## src/rtl/alu_wb_stage_if.sv

```systemverilog
// ALU-to-writeback result handshake.
// Master is the ALU stage; slave is the writeback buffer.
interface alu_wb_stage_if;
    logic        i_valid;
    logic [31:0] i_alu_result;
    logic [4:0]  i_rd;
    logic        i_rd_we;
    logic        i_flush;
    logic        o_stall;

    modport master (
        output i_valid,
        output i_alu_result,
        output i_rd,
        output i_rd_we,
        output i_flush,
        input  o_stall
    );

    modport slave (
        input  i_valid,
        input  i_alu_result,
        input  i_rd,
        input  i_rd_we,
        input  i_flush,
        output o_stall
    );
endinterface

```

## src/rtl/alu_wb_stage.sv

```systemverilog
// Writeback stage: circular result buffer feeding a shared
// register-file write port, with bypass lookup and retire count.
module alu_wb_stage #(
    parameter int DEPTH = 2,
    parameter int CNT_W = 32
) (
    input  logic             clk,
    input  logic             rst,
    alu_wb_stage_if.slave    up,
    output logic             o_rf_we,
    output logic [4:0]       o_rf_waddr,
    output logic [31:0]      o_rf_wdata,
    input  logic             i_rf_grant,
    input  logic [4:0]       i_byp_rs,
    output logic             o_byp_hit,
    output logic [31:0]      o_byp_data,
    output logic             o_retire,
    output logic [CNT_W-1:0] o_retire_cnt
);

    localparam int PW = (DEPTH > 2) ? $clog2(DEPTH) : 1;
    localparam int CW = PW + 1;

    logic [4:0]       rd_q   [DEPTH];
    logic             wr_q   [DEPTH];
    logic [31:0]      data_q [DEPTH];

    logic [PW-1:0]    rd_ptr_q, rd_ptr_d;
    logic [PW-1:0]    wr_ptr_q, wr_ptr_d;
    logic [CW-1:0]    count_q, count_d;
    logic [CNT_W-1:0] retire_cnt_q, retire_cnt_d;

    logic             full;
    logic             nonempty;
    logic             enq;
    logic             deq;
    logic             head_wr;
    logic [PW-1:0]    idx;

    assign full     = (count_q == CW'(DEPTH));
    assign nonempty = (count_q != '0);
    assign head_wr  = wr_q[rd_ptr_q];

    assign up.o_stall = full;

    assign enq = up.i_valid && !up.i_flush && !full;
    assign deq = nonempty && (!head_wr || i_rf_grant);

    assign o_rf_we    = nonempty && head_wr;
    assign o_rf_waddr = nonempty ? rd_q[rd_ptr_q] : 5'd0;
    assign o_rf_wdata = nonempty ? data_q[rd_ptr_q] : 32'd0;
    assign o_retire   = deq;
    assign o_retire_cnt = retire_cnt_q;

    // Pointer, occupancy and retire-counter next state.
    always_comb begin
        rd_ptr_d     = rd_ptr_q;
        wr_ptr_d     = wr_ptr_q;
        count_d      = count_q;
        retire_cnt_d = retire_cnt_q;
        if (enq) begin
            wr_ptr_d = wr_ptr_q + PW'(1);
        end
        if (deq) begin
            rd_ptr_d     = rd_ptr_q + PW'(1);
            retire_cnt_d = retire_cnt_q + CNT_W'(1);
        end
        unique case ({enq, deq})
            2'b10:   count_d = count_q + CW'(1);
            2'b01:   count_d = count_q - CW'(1);
            default: count_d = count_q;
        endcase
    end

    // Control state register; reset drops all entries.
    always_ff @(posedge clk) begin
        if (rst) begin
            rd_ptr_q     <= '0;
            wr_ptr_q     <= '0;
            count_q      <= '0;
            retire_cnt_q <= '0;
        end else begin
            rd_ptr_q     <= rd_ptr_d;
            wr_ptr_q     <= wr_ptr_d;
            count_q      <= count_d;
            retire_cnt_q <= retire_cnt_d;
        end
    end

    // Entry storage; contents only matter once counted valid.
    always_ff @(posedge clk) begin
        if (!rst && enq) begin
            rd_q[wr_ptr_q]   <= up.i_rd;
            wr_q[wr_ptr_q]   <= up.i_rd_we && (up.i_rd != 5'd0);
            data_q[wr_ptr_q] <= up.i_alu_result;
        end
    end

    // Bypass: scan oldest to youngest so the youngest match wins.
    always_comb begin
        o_byp_hit  = 1'b0;
        o_byp_data = 32'd0;
        idx        = rd_ptr_q;
        for (int k = 0; k < DEPTH; k++) begin
            idx = rd_ptr_q + PW'(k);
            if ((CW'(k) < count_q) && wr_q[idx] &&
                (rd_q[idx] == i_byp_rs) && (i_byp_rs != 5'd0)) begin
                o_byp_hit  = 1'b1;
                o_byp_data = data_q[idx];
            end
        end
    end

endmodule
```

## src/flat_wrapper.sv

```systemverilog
// flat-port wrapper written by rule: the top's interface ports become plain ports
module alu_wb_stage_flat 
#(
    parameter int DEPTH = 2,
    parameter int CNT_W = 32
)
  (clk, rst, o_rf_we, o_rf_waddr, o_rf_wdata, i_rf_grant, i_byp_rs, o_byp_hit, o_byp_data, o_retire, o_retire_cnt, up_i_valid, up_i_alu_result, up_i_rd, up_i_rd_we, up_i_flush, up_o_stall);
  alu_wb_stage_if up_i ();
  input  logic clk;
  input  logic rst;
  output logic o_rf_we;
  output logic [4:0] o_rf_waddr;
  output logic [31:0] o_rf_wdata;
  input  logic i_rf_grant;
  input  logic [4:0] i_byp_rs;
  output logic o_byp_hit;
  output logic [31:0] o_byp_data;
  output logic o_retire;
  output logic [CNT_W-1:0] o_retire_cnt;
  input wire logic [$bits(up_i.i_valid)-1:0] up_i_valid;
  input wire logic [$bits(up_i.i_alu_result)-1:0] up_i_alu_result;
  input wire logic [$bits(up_i.i_rd)-1:0] up_i_rd;
  input wire logic [$bits(up_i.i_rd_we)-1:0] up_i_rd_we;
  input wire logic [$bits(up_i.i_flush)-1:0] up_i_flush;
  output wire logic [$bits(up_i.o_stall)-1:0] up_o_stall;
  assign up_i.i_valid = up_i_valid;
  assign up_i.i_alu_result = up_i_alu_result;
  assign up_i.i_rd = up_i_rd;
  assign up_i.i_rd_we = up_i_rd_we;
  assign up_i.i_flush = up_i_flush;
  assign up_o_stall = up_i.o_stall;
  alu_wb_stage #(.DEPTH(DEPTH), .CNT_W(CNT_W)) u_core (.clk(clk), .rst(rst), .up(up_i), .o_rf_we(o_rf_we), .o_rf_waddr(o_rf_waddr), .o_rf_wdata(o_rf_wdata), .i_rf_grant(i_rf_grant), .i_byp_rs(i_byp_rs), .o_byp_hit(o_byp_hit), .o_byp_data(o_byp_data), .o_retire(o_retire), .o_retire_cnt(o_retire_cnt));
endmodule
```

## config.mk

```make
export PLATFORM = sky130hd
export DESIGN_NAME = alu_wb_stage_flat
export DESIGN_NICKNAME = d
export VERILOG_FILES = /design/src/rtl/alu_wb_stage_if.sv /design/src/rtl/alu_wb_stage.sv /design/src/flat_wrapper.sv
export SDC_FILE = /design/constraint.sdc
export NUM_CORES = 1
export LEC_CHECK = 0
export BUFFER_PORTS_ARGS = -buffer_cell sky130_fd_sc_hd__buf_2
export CAP_MARGIN = 20
export CORE_UTILIZATION = 50
export DETAILED_ROUTE_END_ITERATION = 8
export GPL_ROUTABILITY_DRIVEN = 0
export GPL_TIMING_DRIVEN = 1
export PLACE_DENSITY_LB_ADDON = 0.15
export SYNTH_ARGS = -nofsm -noshare
export SYNTH_HDL_FRONTEND = slang
export SYNTH_SLANG_ARGS = --single-unit
```

## constraint.sdc

```tcl
create_clock -name clk -period 7.2 [get_ports clk]
set_input_delay 0.36 -clock clk [delete_from_list [all_inputs] [get_ports clk]]
set_output_delay 0.36 -clock clk [all_outputs]
set_load 0.01 [all_outputs]
```

==> summary.txt, run 1 <==
STA
  • RSZ-0062 raised after global routing: no
  • Fin. max-slew vios: 0
  • Finish-stage setup viols: 0
  • Slew @ Worst Pin: 1.03 ns
  • Max-slew headroom: 29.9%
  • Final worst path period share: 55.6%
  • Fin Setup TNS: 0 ns
  • Max Fclk: 250 MHz
  • Clock Skews: 0.00709 ns
  • Period minus WS final: 4.01 ns
  • Final hold slack: 0.0447 ns
  • Count of final hold-check violations: 0

Layout
  • Diode count: 0
  • Post-route cell area: 6650 sq um
  • Post-Route Utilization: 64.7%
  • Fraction of layout cells with a size suffix above 1: 38.3%
  • Fin cells: 729
  • Area growth, synth to finish: 25.9%
  • Most common cell after layout, fill and taps aside: buf_2
  • Final nets: 633
  • Commonest non-fill, non-tap cells in the layout: 152 x buf_2, 76 x edfxtp_1, 72 x nor2_1

Routing
  • 1st-iter DRT viols: 169
  • DRC: 0
  • Via count: 3775
  • DR pass1 iterations: 4
  • Wirelength per Cell: 15.2 microns
  • DRT antenna net count: 0
  • Drt via density: 5.18
  • Wirelength, routed: 11100 microns

Synthesis
  • Mean Syn Cell Area: 12.3 sq um
  • Post-Syn Area: 5280 sq um
  • Async SR Flop Fraction: 0%
  • Distinct cells, synth: 40
  • Ys flop type: edfxtp_1
  • Syn. warnings: 0
  • Synth Instances: 428
  • Post-synth EDFFs: 76
  • Syn Nets: 481
  • Synth Register Bits: 113
  • Seq/Total Area, Yosys: 57.3%

Placement
  • Count of input and output buffers: 152
  • Detailed placement HPWL: 7610 microns
  • Placed instance area: 6100 sq um
  • Inst Count DP: 697

CTS
  • Clock Path Buffers: 2
  • Clk sink count: 113
  • Clock Latency Late Sink: 0.50 ns
  • Hold Buf Count CTS: 0
  • Clock Tree Root: clkbuf_8
  • CTS tree: built
  • H-tree depth: 4
  • Postcts setup bufs: 0
  • Post-CTS Resized: 0
  • Clock transition at the registers of the reported paths: 0.05 ns
  • CTS Buf Count: 17

Global routing
  • Vias in the first global route: 3606
  • Global-route wire length before repair: 17500 microns
  • GR Overflow Total: 0
  • Global Route Usage Sum: 20.7%
  • Initial antenna violation count: 0
  • Largest net degree at the start of global routing: 41

Worst setup path
  • Crit. End Element: output port
  • Critical-path top delay cell: mux2i_4
  • CP Class: flop to output port
  • Crit path max fanout: 40
  • Worst Reg-to-Reg Cells: 7
  • R2r endpoint: u_core.o_retire_cnt[29]
  • CP arrival: 3.65 ns
  • Worst path max stage delay: 0.83 ns
  • FF-to-FF setup slack: 4.29 ns
  • Cells along the critical path: buf_4, mux2i_1, xnor2_1, nor4_4, nand3_1, mux2i_4, a22o_1, buf_2
  • CP required: 6.84 ns
  • Startpoint Class: flop

Floorplanning
  • Die height: 105 microns
  • FP Rows: 37
  • Top Ports: 153
  • Die Wd: 105 microns
  • Core Box Area: 10300 sq um
  • Die area: 11000 sq um
  • Starting density of the core: 51.4%

Power and ir drop
  • Maximum vdd ir drop: 0.000185 V
  • LEAKAGE: 0.00265 uW
  • Pwr/cell area: 287 nW/um^2

Outcome
  • Status: finished clean

Job
  • Max cap viols: 0

Worst hold path
  • Hold_sp: up_i_alu_result[12]
  • Tightest Hold Check Type: primary input to flop
  • Worst Hold End: u_core.data_q[0][12]
  • Hold Path Depth: 1
-- state kept, by name, indices dropped and copies added, names as in the netlist, named ones only --
signal / count
u_core.data_q: 64
u_core.o_retire_cnt: 32
u_core.rd_q: 10
u_core.count_q: 2
u_core.wr_q: 2
u_core.rd_ptr_q: 1
u_core.wr_ptr_q: 1
-- metrics by stage --
step	total power [uW]	setup WS [ns]
after floorplan	1060	3.03
after global placement	1180	3.80
after detailed placement	1190	3.69
after CTS	1930	3.14
after global routing	1990	2.95
final	1910	3.19
-- kinds of logic (layout without fill, tap and decap cells) --
logic type / count (synthesis) / after routing / share of synthesized area, %
compound gates: 47 / 47 / 7.35
xor+xnor: 39 / 39 / 6.47
fa+ha+maj: 5 / 5 / 1.19
buf+inv: 36 / 201 / 4.10
flops: 113 / 113 / 57.3
mux: 47 / 47 / 9.36
simple gates: 141 / 141 / 14.3
-- layer usage --
layer / vias to the layer above / track usage (%) / part of all wire (%)
li1: 1857 / - / -
met1: 1790 / 25.2 / 43
met2: 116 / 34.9 / 51
met3: 12 / 5.55 / 5.1
met4: 0 / 8.15 / 1.0
met5: - / 0 / 0
-- power by group --
group,internal [uW],switching (uW),total (uW)
registers,726,23.1,749
logic,176,247,423
clock network,466,269,735
total,1370,539,1910
-- worst max-delay path by stage --
stage                           to  slack, ns
6_report             o_byp_data[3]       3.19
5_1_grt              o_byp_data[3]       2.95
4_1_cts              o_byp_data[4]       3.14
3_5_place_dp         o_byp_data[3]       3.69
3_3_place_gp         o_byp_data[3]       3.80
2_1_floorplan  u_core.data_q[1][0]       3.03
-- Yosys cell counts, types with 4 or more instances --
| cell | number | share of area [%] |
|---|---|---|
| nor3_2 | 6 | 1.1 |
| or3_1 | 7 | 0.83 |
| buf_1 | 4 | 0.28 |
| ha_1 | 5 | 1.2 |
| xnor2_1 | 31 | 5.1 |
| a21oi_1 | 6 | 0.57 |
| inv_1 | 12 | 0.85 |
| o21ai_0 | 6 | 0.57 |
| a22o_2 | 18 | 3.4 |
| nor3_1 | 9 | 0.85 |
| nand4_1 | 6 | 0.71 |
| edfxtp_1 | 76 | 43 |
| nand3_1 | 5 | 0.47 |
| nor4_2 | 4 | 0.95 |
| a22o_1 | 14 | 2.3 |
| xor2_1 | 8 | 1.3 |
| buf_6 | 10 | 2.1 |
| nor2_1 | 72 | 5.1 |
| dfxtp_1 | 37 | 14 |
| nor4_1 | 4 | 0.47 |
| nand2_1 | 13 | 0.92 |
| clkbuf_1 | 7 | 0.50 |
| mux2i_1 | 43 | 8.2 |
-- critical path, delay by kind of cell, from the launching register on --
family	cells	cell delay, ns
and+or+nand+nor	2	0.43
muxes	2	1.21
AOI/OAI and AO/OA	1	0.29
xor gates and xnor gates	1	0.16
DFF	1	0.31
buffers and inverters	2	0.71
-- cell type report --
class | instances | area [sq um]
fill | 853 | 3630
sequential | 113 | 3020
multi-input combinational | 279 | 2070
timing repair buffer | 157 | 798
clock buffer | 23 | 488
tap | 136 | 170
clock inverter | 9 | 53.8
inverter | 12 | 45.0
No activity file was read; power rests on OpenSTA's default activity.
==> run 2: changes to the inputs <==
--- a/config.mk
+++ b/config.mk
@@ -7,7 +7,7 @@
 export LEC_CHECK = 0
 export BUFFER_PORTS_ARGS = -buffer_cell sky130_fd_sc_hd__buf_2
 export CAP_MARGIN = 20
-export CORE_UTILIZATION = 50
+export CORE_UTILIZATION = 47
 export DETAILED_ROUTE_END_ITERATION = 8
 export GPL_ROUTABILITY_DRIVEN = 0
 export GPL_TIMING_DRIVEN = 1
==> constraint.sdc (replaced) <==
create_clock -name clk -period 3.3 [get_ports clk]
set_input_delay 0.165 -clock clk [delete_from_list [all_inputs] [get_ports clk]]
set_output_delay 0.165 -clock clk [all_outputs]
set_load 0.01 [all_outputs]
==> summary.txt, run 2 (synthesized netlist as in run 1, its figures left out) <==
Outcome
  • Status: finished clean

Worst setup path
  • Startpoint Class: flop
  • Reg2Reg Launch Point: u_core.count_q[0]
  • Critical-path top delay cell: dfxtp_2
  • CP required: 3.13 ns
  • Cells along the critical path: mux2i_1, xnor2_1, nor4_2, nand3_2, mux2i_4, buf_4, a22o_2, buf_2
  • Worst path max stage delay: 0.53 ns
  • CP arrival: 2.88 ns
  • Crit path max fanout: 32
  • FF-to-FF setup slack: 0.72 ns
  • Worst Setup SP: u_core.rd_ptr_q
  • Crit. End Element: output port
  • Worst Reg-to-Reg Cells: 8
  • CP Class: flop to output port
  • R2r endpoint: u_core.o_retire_cnt[29]

CTS
  • H-tree depth: 4
  • Clock Path Buffers: 2
  • CTS Buf Count: 17
  • Clock transition at the registers of the reported paths: 0.06 ns
  • Clk sink count: 113
  • Clock Latency Late Sink: 0.51 ns
  • Clock Tree Root: clkbuf_8
  • CTS tree: built

Global routing
  • Largest net degree at the start of global routing: 40
  • GR Overflow Total: 0
  • Global-route wire length before repair: 19000 microns
  • Global Route Usage Sum: 21.6%
  • Vias in the first global route: 3857
  • Initial antenna violation count: 1

Layout
  • Diode count: 0
  • Area growth, synth to finish: 35.5%
  • Final nets: 679
  • Fraction of layout cells with a size suffix above 1: 36.8%
  • Commonest non-fill, non-tap cells in the layout: 152 x buf_2, 76 x edfxtp_1, 72 x nor2_1
  • Max reg flops: 64
  • Fillers: 851
  • Register with the most flip-flops: u_core.data_q
  • Most common cell after layout, fill and taps aside: buf_2
  • Fin cells: 779
  • Post-Route Utilization: 65.7%

Routing
  • DRT antenna net count: 0
  • DR pass1 iterations: 4
  • Drt via density: 5.16
  • Via count: 4020
  • Wirelength, routed: 12100 microns
  • 1st-iter DRT viols: 169
  • Wirelength per Cell: 15.6 microns
  • DRC: 0

STA
  • Finish-stage setup viols: 0
  • Fin Setup TNS: 0 ns
  • Final worst path period share: 92.4%
  • RSZ-0062 raised after global routing: no
  • Period minus WS final: 3.05 ns
  • Slew @ Worst Pin: 0.779 ns
  • Max-slew headroom: 48.1%
  • Fin. max-slew vios: 0
  • Clock Skews: 0.00992 ns
  • Count of final hold-check violations: 0
  • Setup slack after layout: 0.251 ns
  • Max Fclk: 328 MHz

Job
  • Max cap viols: 0

Floorplanning
  • Die Wd: 108 microns
  • Die height: 108 microns
  • Starting density of the core: 48.5%
  • FP Rows: 38
  • Die area: 11700 sq um
  • Top Ports: 153
  • Core Box Area: 10900 sq um

Worst hold path
  • Worst Hold End: u_core.wr_ptr_q
  • Hold_sp: up_i_valid
  • Tightest Hold Check Type: primary input to flop
  • Hold Path Depth: 4

Placement
  • Count of input and output buffers: 152
  • Inst Count DP: 705
  • Dpl ws: 0.306 ns
  • Detailed placement HPWL: 7830 microns

Power and ir drop
  • LEAKAGE: 0.00287 uW
  • Pwr/cell area: 605 nW/um^2
  • Maximum vdd ir drop: 0.000372 V
==> run 2: cell types whose count changed in the layout (fill, tap and decap cells not counted), sizes merged <==
cell         previous run  this run
dlygate4sd3             0        38
mux2i                  47        48
bufinv                  0         2
clkbuf                 23        21
inv                    13        12
clkinvlp                3         4
buf                   157       164
==> run 2: worst max-delay path: cells and delay by family, from the launching register on <==
| kind | cells | cell delay, ns |
|---|---|---|
| AOI/OAI and AO/OA | 1 | 0.20 |
| and+or+nand+nor | 2 | 0.56 |
| buffers and inverters | 2 | 0.48 |
| xor gates and xnor gates | 1 | 0.11 |
| muxes | 2 | 0.48 |
| DFF | 1 | 0.53 |
==> run 2: area by class of cell <==
class                   instances  area, sq um  share of cell area (%)
clock buffers                  21          449                    6.28
well taps                     140          175                    2.45
flip-flops and latches        113         3030                    42.3
repair buffers                202         1240                    17.4
multi-input cells             280         2100                    29.4
clock inverters                11          114                    1.59
inverters                      12         45.0                   0.630
==> run 2: worst max path at each step <==
| stage | endpoint | slack, ns | cells after the start |
|---|---|---|---|
| after floorplan | u_core.data_q[1][0] | 0.46 | 5 |
| after global placement | o_byp_data[2] | 0.42 | 7 |
| after detailed placement | o_byp_data[0] | 0.31 | 7 |
| after CTS | o_byp_data[2] | 0.19 | 8 |
| after global routing | o_byp_data[6] | 0.04 | 8 |
| final | o_byp_data[9] | 0.25 | 8 |
==> run 2: where the power goes <==
group          leakage (uW)  internal, uW  switching [uW]
combinational       0.00161           427             544
clock              0.000267          1100             604
sequential         0.000989          1580            69.1
total               0.00287          3110            1220
==> run 2: layer usage <==
layer	GRT usage (%)	share of wire (%)	wire length, microns	vias up
li1	-	-	-	1958
met1	25.7	43	5230	1912
met2	36.4	50	6030	127
met3	6.33	5.5	668	21
met4	9.00	1.7	210	2
met5	0	0.082	10	-
==> run 2: through the flow <==
step / area, sq um / power [uW] / hold WS, ns
after CTS: 7150 / 4370 / 0.151
after global placement: 6150 / 2590 / 0.353
after global routing: 7150 / 4530 / 0.213
final: 7150 / 4330 / 0.171
after detailed placement: 6150 / 2610 / 0.356
after floorplan: 5290 / 2300 / 0.264
==> run 2: what timing repair did <==
| action | 4_1_cts | 5_1_grt |
|---|---|---|
| gates resized for setup | 2 | 0 |
| hold buffers | 38 | 0 |
| setup endpoints to repair | 32 | 0 |
| buffers inserted | 3 | 0 |
| hold endpoints to repair | 76 | 0 |
